`config.mk`:
```
export PLATFORM = sky130hd
export DESIGN_NAME = i2s_tx_core
export DESIGN_NICKNAME = d
export VERILOG_FILES = /design/src/rtl/i2s_pkg.sv /design/src/rtl/i2s_clk_div.sv /design/src/rtl/i2s_tx_core.sv
export SDC_FILE = /design/constraint.sdc
export NUM_CORES = 1
export LEC_CHECK = 0
export BUFFER_PORTS_ARGS = -buffer_cell sky130_fd_sc_hd__buf_2
export CORE_ASPECT_RATIO = 0.75
export CORE_MARGIN = 2
export CORE_UTILIZATION = 54
export DETAILED_ROUTE_END_ITERATION = 10
export PLACE_DENSITY = 0.75
export SYNTH_ARGS = -nofsm -noshare
export SYNTH_HDL_FRONTEND = slang
export SYNTH_SLANG_ARGS = --single-unit
export TNS_END_PERCENT = 50
```
`constraint.sdc`:
```
create_clock -name clk -period 5.7 [get_ports clk]
set_input_delay 0.57 -clock clk [delete_from_list [all_inputs] [get_ports clk]]
set_output_delay 0.57 -clock clk [all_outputs]
set_load 0.01 [all_outputs]
```
`src/rtl/i2s_pkg.sv`:
```
// Shared types and helpers for the I2S transmit engine.
// Frame geometry and the word-select rule live here.
package i2s_pkg;

  typedef enum logic {
    IDLE = 1'b0,
    RUN  = 1'b1
  } state_t;

  localparam int DW_DFLT    = 16;
  localparam int FRAME_BITS = 2 * DW_DFLT;
  localparam int SLOT_W     = $clog2(FRAME_BITS);

  // ws level while slot k is on the wire: flips one slot ahead of the MSB
  function automatic logic ws_of(
    input int unsigned k,
    input int unsigned dw
  );
    return ((k + 1) % (2 * dw)) >= dw;
  endfunction

endpackage

```
`src/rtl/i2s_clk_div.sv`:
```
// SCK generator: owns the SCK level and flags the edge that toggles it.
// Counter storage stays in the top so it can be reset at frame load.
module i2s_clk_div
  import i2s_pkg::*;
#(
  parameter int DIV_W = 16
) (
  input  logic             clk,
  input  logic             reset,
  input  logic [DIV_W-1:0] cnt,
  input  logic [DIV_W-1:0] div_lat,
  input  logic             run,
  output logic             sck,
  output logic             rise_tick,
  output logic             fall_tick
);

  logic wrap;

  assign wrap      = run && (cnt == div_lat);
  assign rise_tick = wrap && !sck;
  assign fall_tick = wrap && sck;

  always_ff @(posedge clk or posedge reset) begin
    if (reset) begin
      sck <= 1'b0;
    end else if (!run) begin
      sck <= 1'b0;
    end else if (wrap) begin
      sck <= !sck;
    end
  end

endmodule

```
`src/rtl/i2s_tx_core.sv`:
```
// Philips I2S transmitter: holding register, frame shifter, slot counter.
// SCK timing comes from i2s_clk_div; WS/SD move only on falling toggles.
module i2s_tx_core
  import i2s_pkg::*;
#(
  parameter int DW    = DW_DFLT,
  parameter int DIV_W = 16
) (
  input  logic              clk,
  input  logic              reset,
  input  logic              enable,
  input  logic [DIV_W-1:0]  clk_div,
  input  logic [2*DW-1:0]   s_data,
  input  logic              s_valid,
  output logic              s_ready,
  output logic              i2s_sck,
  output logic              i2s_ws,
  output logic              i2s_sd,
  output logic              busy,
  output logic              underrun
);

  localparam int FB = 2 * DW;
  localparam int SW = $clog2(FB);

  state_t           state;
  logic [FB-1:0]    hold;
  logic             hold_valid;
  logic [FB-1:0]    shifter;
  logic [SW-1:0]    slot;
  logic [DIV_W-1:0] div_lat;
  logic [DIV_W-1:0] div_cnt;
  logic             rise_tick;
  logic             fall_tick;

  assign s_ready = !hold_valid;
  assign busy    = (state == RUN);

  i2s_clk_div #(
    .DIV_W (DIV_W)
  ) u_div (
    .clk       (clk),
    .reset     (reset),
    .cnt       (div_cnt),
    .div_lat   (div_lat),
    .run       (busy),
    .sck       (i2s_sck),
    .rise_tick (rise_tick),
    .fall_tick (fall_tick)
  );

  always_ff @(posedge clk or posedge reset) begin
    if (reset) begin
      state      <= IDLE;
      hold       <= '0;
      hold_valid <= 1'b0;
      shifter    <= '0;
      slot       <= '0;
      div_lat    <= '0;
      div_cnt    <= '0;
      i2s_ws     <= 1'b0;
      i2s_sd     <= 1'b0;
      underrun   <= 1'b0;
    end else begin
      underrun <= 1'b0;
      if (s_valid && !hold_valid) begin
        hold       <= s_data;
        hold_valid <= 1'b1;
      end
      unique case (state)
        IDLE: begin
          if (enable && hold_valid) begin
            state      <= RUN;
            shifter    <= hold;
            hold_valid <= 1'b0;
            div_lat    <= clk_div;
            div_cnt    <= '0;
            slot       <= '0;
            i2s_ws     <= 1'b0;
            i2s_sd     <= hold[FB-1];
          end
        end
        RUN: begin
          if (rise_tick || fall_tick) begin
            div_cnt <= '0;
          end else begin
            div_cnt <= div_cnt + 1'b1;
          end
          if (fall_tick) begin
            if (slot == SW'(FB - 1)) begin
              // frame boundary: reload, pad with silence, or stop
              slot    <= '0;
              div_lat <= clk_div;
              i2s_ws  <= 1'b0;
              if (!enable) begin
                state   <= IDLE;
                shifter <= '0;
                i2s_sd  <= 1'b0;
              end else if (hold_valid) begin
                shifter    <= hold;
                hold_valid <= 1'b0;
                i2s_sd     <= hold[FB-1];
              end else begin
                shifter  <= '0;
                i2s_sd   <= 1'b0;
                underrun <= 1'b1;
              end
            end else begin
              slot    <= slot + 1'b1;
              shifter <= shifter << 1;
              i2s_sd  <= shifter[FB-2];
              i2s_ws  <= ws_of(32'(slot) + 32'd1, DW);
            end
          end
        end
        default: state <= IDLE;
      endcase
    end
  end

endmodule

```
== Word level (Yosys, flattened, before mapping) ==
Index checks and enable logic that the tools add are counted.

* Input port bits: 52
* Register bits: 106
* Output and inout bits: 6

* Reductions and logical operators: 10
* Eq/ne operators: 6
* Order comparisons: 1
* Muxes and demuxes: 46
* Add/sub/neg operators: 4
* Bitwise gates (word level): 1

{| class="wikitable"
|+ Operators by type and width
! operator !! count
|-
| $mux W31 || 5
|-
| $mux W16 || 5
|-
| $pmux W16 S2 || 2
|-
| $pmux W31 S2 || 1
|-
| $mux W1 || 25
|-
| $add A16 B1 Y16 const B || 1
|-
| $eq A16 B16 Y1 || 1
|-
| $add A5 B1 Y5 const B || 3
|-
| $mux W5 || 3
|-
| $pmux W5 S2 || 1
|-
| $pmux W1 S2 || 4
|-
| $ne A2 B1 Y1 const B || 3
|-
| $eq A5 B5 Y1 const B || 1
|-
| $ge A5 B5 Y1 const B || 1
|-
| $logic_and A1 B1 Y1 || 5
|-
| $reduce_and A3 Y1 || 1
|-
| $logic_not A1 Y1 || 2
|-
| $ne A2 B2 Y1 const B || 1
|-
| $reduce_and A2 Y1 || 1
|-
| $logic_or A1 B1 Y1 || 1
|-
| $not A1 Y1 || 1
|}

== Depth between registers and ports, before layout ==
* Depth in word-level cells: 8
* Depth in mapped cells: 9
* Mapped depth without buffers: 8

== By module ==
Synthesis repeated with hierarchy kept, for this count alone.

* Cells, all modules: 414
* Area, all modules: 4713.3 um^2

{| class="wikitable"
|+ By module, submodules not included
! module !! cells each !! times used !! area an instance (um^2) !! seq. area each (um^2)
|-
| i2s_tx_core || 384 || 1 || 4478.0 || 2627.5
|-
| i2s_clk_div || 30 || 1 || 235.2 || 25.0
|}

== Worst setup path after synthesis ==
No wires, ideal clock.

* Path type: reg2reg
* From: register div_cnt[9]
* To: register div_lat[0]
* Slack: 3481 ps
* Stages on the path, launching flop included: 8
* Data arrival time: 2092 ps
* Buffers on the path: 2
* Data required time: 5573 ps
* Path through: dfrtp_1 buf_2 xor2_1 nor4_2 nand4_2 o31ai_4 buf_6 mux2_1

* Longest elaborated chain between the ends: 5

{| class="wikitable"
|+ Ends and longest elaborated chain
! item !! RTL line !! RTL
|-
| from (decl) || i2s_tx_core.sv:32 || <nowiki>logic [DIV_W-1:0] div_cnt;</nowiki>
|-
| from (signal assigned) || i2s_tx_core.sv:87 || <nowiki>div_cnt <= div_cnt + 1'b1;</nowiki>
|-
| $eq A16 B16 Y1 || i2s_clk_div.sv:20 || <nowiki>assign wrap = run && (cnt == div_lat);</nowiki>
|-
| $logic_and A1 B1 Y1 || i2s_clk_div.sv:20 ||
|-
| $logic_and A1 B1 Y1 || i2s_clk_div.sv:22 || <nowiki>assign fall_tick = wrap && sck;</nowiki>
|-
| $ne A2 B1 Y1 (no source line) || n/a ||
|-
| $reduce_and A3 Y1 (no source line) || n/a ||
|-
| to (signal assigned) || i2s_tx_core.sv:76 || <nowiki>div_lat <= clk_div;</nowiki>
|-
| to (signal assigned) || i2s_tx_core.sv:93 || <nowiki>div_lat <= clk_div;</nowiki>
|-
| to (decl) || i2s_tx_core.sv:31 || <nowiki>logic [DIV_W-1:0] div_lat;</nowiki>
|}

No other way between the ends.
A chain may end at the register's enable or synchronous reset.

== Final worst setup path ==
* From: register div_cnt[5]
* To: register div_lat[7]

Same word-level chain as after synthesis.

==> metrics.log <==
INFO  metric cell_internal_pwr = 1.80 mW
INFO  metric yosys.area.top_type_share = 53.6%
INFO  metric initialDrtViolationCount = 282
INFO  metric fin_cells = 598
INFO  metric setup-tns-final = 0 ps
INFO  metric finalCoreUtilization = 63.2%
INFO  metric die_width = 115 um
INFO  metric synthToLayoutAreaGrowth = 14.6%
INFO  metric dr_pass1_iterations = 4
INFO  metric ys_async_sr_fraction = 100%
INFO  metric power_leakage = 2.58 nW
INFO  metric worstSetupStartpointType = flip-flop
INFO  metric post_route_antenna_net_violation_count = 0
INFO  metric starting_density_of_the_core = 55.1%
INFO  metric yosys.cell_count.top_type = sky130_fd_sc_hd__dfrtp_1
INFO  metric avgSynthCellArea = 11.2 um2
INFO  metric p_seq_share = 49.2%
INFO  metric synth.cells.most_frequent = sky130_fd_sc_hd__dfrtp_1 (106), sky130_fd_sc_hd__a22oi_1 (64), sky130_fd_sc_hd__mux2_2 (39)
INFO  metric slew_viol_final = 0
INFO  metric synth.top_cells.by_area = sky130_fd_sc_hd__dfrtp_1 (54%), sky130_fd_sc_hd__a22oi_1 (9.7%), sky130_fd_sc_hd__mux2_2 (8.9%)
INFO  metric globalRoute.totalOverflow = 0
INFO  metric swShare = 28.2%
INFO  metric cp_data_arrival_time = 3480 ps
INFO  metric cts_htree_levels = 3
INFO  metric timing.slew.headroom = 16.5%
INFO  metric numClockSinks = 106
INFO  metric finClkSkew = 7.00 ps
INFO  metric insertedDiodeCount = 0
INFO  metric fin_nets = 536
INFO  metric comb_power_share = 20.4%
INFO  metric critical_path_required = 5920 ps
INFO  metric place.gp.congestion = 0.840
INFO  metric min_period = 3260 ps
INFO  metric cellPowerDensity = 443 nW/um2
INFO  metric fin_crit_sh = 57.2%
INFO  metric synthesis.nets = 495
INFO  metric ir_worst_vdd = 223 uV
INFO  metric crit_path_end_kind = flip-flop
INFO  metric tritoncts = yes
INFO  metric placed_cells_incl_taps = 582
INFO  metric path_class = flip-flop to flip-flop
INFO  metric maximum_count_of_clock_buffers_along_a_single_path = 2
INFO  metric timing.hold.ws = 333 ps
INFO  metric dpl.hpwl = 6.75 mm
INFO  metric num_rows = 30
INFO  metric portBuffers = 57
INFO  metric synth.yosys.seq_area_share = 53.6%
INFO  metric dominant_register_cell_in_the_synthesized_netlist = sky130_fd_sc_hd__dfrtp_1
INFO  metric global_route_wire_length_before_repair = 17.3 mm
INFO  metric worst_pin_slew = 1250 ps
INFO  metric total_switching_power = 708 uW
INFO  metric synthesis.area = 4950 um2
INFO  metric yosysTopAreaCell = sky130_fd_sc_hd__dfrtp_1
INFO  metric remaining_drc_errors = 0
INFO  metric preCtsSetupSlack = 2520 ps
INFO  metric synth.lib_cells_used.distinct = 43
INFO  metric design.portCount = 58
INFO  metric achievable-frequency = 307 MHz
INFO  metric via_count_of_the_first_global_routing_pass = 3,466
INFO  metric area.sequential = 2650 um2
INFO  metric path_clk_slew = 70 ps
INFO  metric share_clk_of_total_power = 30.4%
INFO  metric totalWireLength = 10.3 mm
INFO  metric cts_inserted_buffers = 9
INFO  metric setup_slack = 2440 ps
INFO  metric area_occupied_by_multi_input_gates = 2130 um2
INFO  metric setup_viol = 0
INFO  metric postSynthCellCount = 440
INFO  metric n_fill_cell = 705
INFO  metric die_h = 86.9 um
INFO  metric grt.total_usage = 22.1%
INFO  metric cts_resized = 0
INFO  metric clockRootBuffer = sky130_fd_sc_hd__clkbuf_16
INFO  metric grt_start_max_net_pins = 57
INFO  metric synth_edf_count = 0
INFO  metric via_count = 3,597
INFO  metric clk-insertion-delay-late = 350 ps
INFO  metric setup_repair_after_global_routing_missed_its_margin = false
INFO  metric register_bit_total_from_synthesis = 106
INFO  metric core-area = 8970 um2
INFO  metric hold_viol = 0
INFO  metric timing.hold.worst.class = input port to async pin
INFO  metric average_detailed_routed_wire_length_per_instance = 17.2 um
INFO  metric run_status = complete, no violations
INFO  metric layout-drive-gt1-share = 27.2%
INFO  metric cap_viol_max_count = 0
INFO  metric vias_per_cell = 6.02
INFO  metric antenna_found_initial = 0
INFO  metric yosysWarnings = 0
INFO  metric hold_fix_buffers_cts = 0
INFO  metric die_area = 9950 um2
INFO  metric critical_path_peak_fanout = 23
INFO  metric post-cts-setup-buffer-count = 0
-- state kept, by name, summed over array words and instances, names as in the netlist --
register / count
div_lat: 16
underrun: 1
div_cnt: 16
i2s_sd: 1
u_div.sck: 1
busy: 1
i2s_ws: 1
hold_valid: 1
hold: 32
shifter: 31
slot: 5
-- per-stage QoR --
step	total power, mW	instance area, um2
floorplan	1.60	4950
global placement	1.71	5300
global route	2.65	5670
finish	2.51	5670
CTS	2.53	5670
detailed placement	1.76	5300
-- placed cells by master (no fill, tap or decap), types with 3 or more instances in the layout --
cell,netlist,layout
sky130_fd_sc_hd__buf_2,6,57
sky130_fd_sc_hd__xnor2_1,3,3
sky130_fd_sc_hd__ha_1,3,3
sky130_fd_sc_hd__buf_4,0,6
sky130_fd_sc_hd__mux2_2,39,39
sky130_fd_sc_hd__mux2_1,10,10
sky130_fd_sc_hd__nand2_1,27,27
sky130_fd_sc_hd__nor2_1,36,35
sky130_fd_sc_hd__nand4b_1,3,3
sky130_fd_sc_hd__dfrtp_1,106,106
sky130_fd_sc_hd__clkbuf_16,0,9
sky130_fd_sc_hd__inv_1,10,9
sky130_fd_sc_hd__bufinv_16,0,4
sky130_fd_sc_hd__and3_1,3,3
sky130_fd_sc_hd__xor2_1,17,17
sky130_fd_sc_hd__nand4_1,3,3
sky130_fd_sc_hd__o21ai_0,7,7
sky130_fd_sc_hd__a22oi_1,64,64
sky130_fd_sc_hd__nor3_1,3,3
sky130_fd_sc_hd__nor4_1,3,3
sky130_fd_sc_hd__a31oi_1,11,11
sky130_fd_sc_hd__and2_1,6,6
sky130_fd_sc_hd__mux2i_1,7,7
sky130_fd_sc_hd__nand3_1,18,18
-- power groups by stage --
stage | logic (mW) | clock network [mW] | registers (mW)
after floorplan | 0.430 | 0 | 1.17
after detailed placement | 0.510 | 0 | 1.25
final | 0.513 | 0.764 | 1.24
after CTS | 0.519 | 0.773 | 1.24
after global placement | 0.482 | 0 | 1.23
after global routing | 0.579 | 0.802 | 1.27
-- cell type report --
type                       instances  area share (%)
clock buffer                      10            4.21
timing repair buffer              63            5.83
tap                              112            2.47
clock inverter                     6            2.41
sequential                       106            46.8
inverter                          10           0.706
multi-input combinational        291            37.6
-- cells by family (layout without fill, tap and decap cells) --
family / Yosys count / after routing / synth area share, %
muxes: 56 / 56 / 12.6
and+or+nand+nor: 115 / 115 / 11.7
adders and majority gates: 3 / 3 / 0.759
DFF: 106 / 106 / 53.6
AOI/OAI and AO/OA: 97 / 97 / 14.3
buffers and inverters: 43 / 89 / 3.57
xor gates and xnor gates: 20 / 20 / 3.54
-- metal layers --
metal / track usage, % / share of wire, % / wire, um
met5: 0 / 0 / 0
met4: 4.32 / 1.0 / 106
met3: 6.61 / 5.6 / 574
met2: 33.2 / 47 / 4840
met1: 32.2 / 46 / 4790
-- critical path, stage by stage, from the launching register on --
cell                      delay, ps
sky130_fd_sc_hd__dfrtp_1        460
sky130_fd_sc_hd__xor2_1         190
sky130_fd_sc_hd__nor4_1         510
sky130_fd_sc_hd__nand4_2        650
sky130_fd_sc_hd__o31ai_4        920
sky130_fd_sc_hd__mux2_1         410
-- path summary, 6_finish.rpt --
kind / start / end / slack (ps) / depth (start not counted)
max: div_cnt[5] / div_lat[7] / 2440 / 5
min: reset / div_lat[9] / 330 / 2
max reg2reg: div_cnt[5] / div_lat[7] / 2440 / 5
min reg2reg: slot[0] / slot[0] / 500 / 1
max in group asynchronous: reset / shifter[27] / 4270 / 3
min in group clk: clk_div[1] / div_lat[1] / 440 / 2
(Power assumes the default switching activity.)
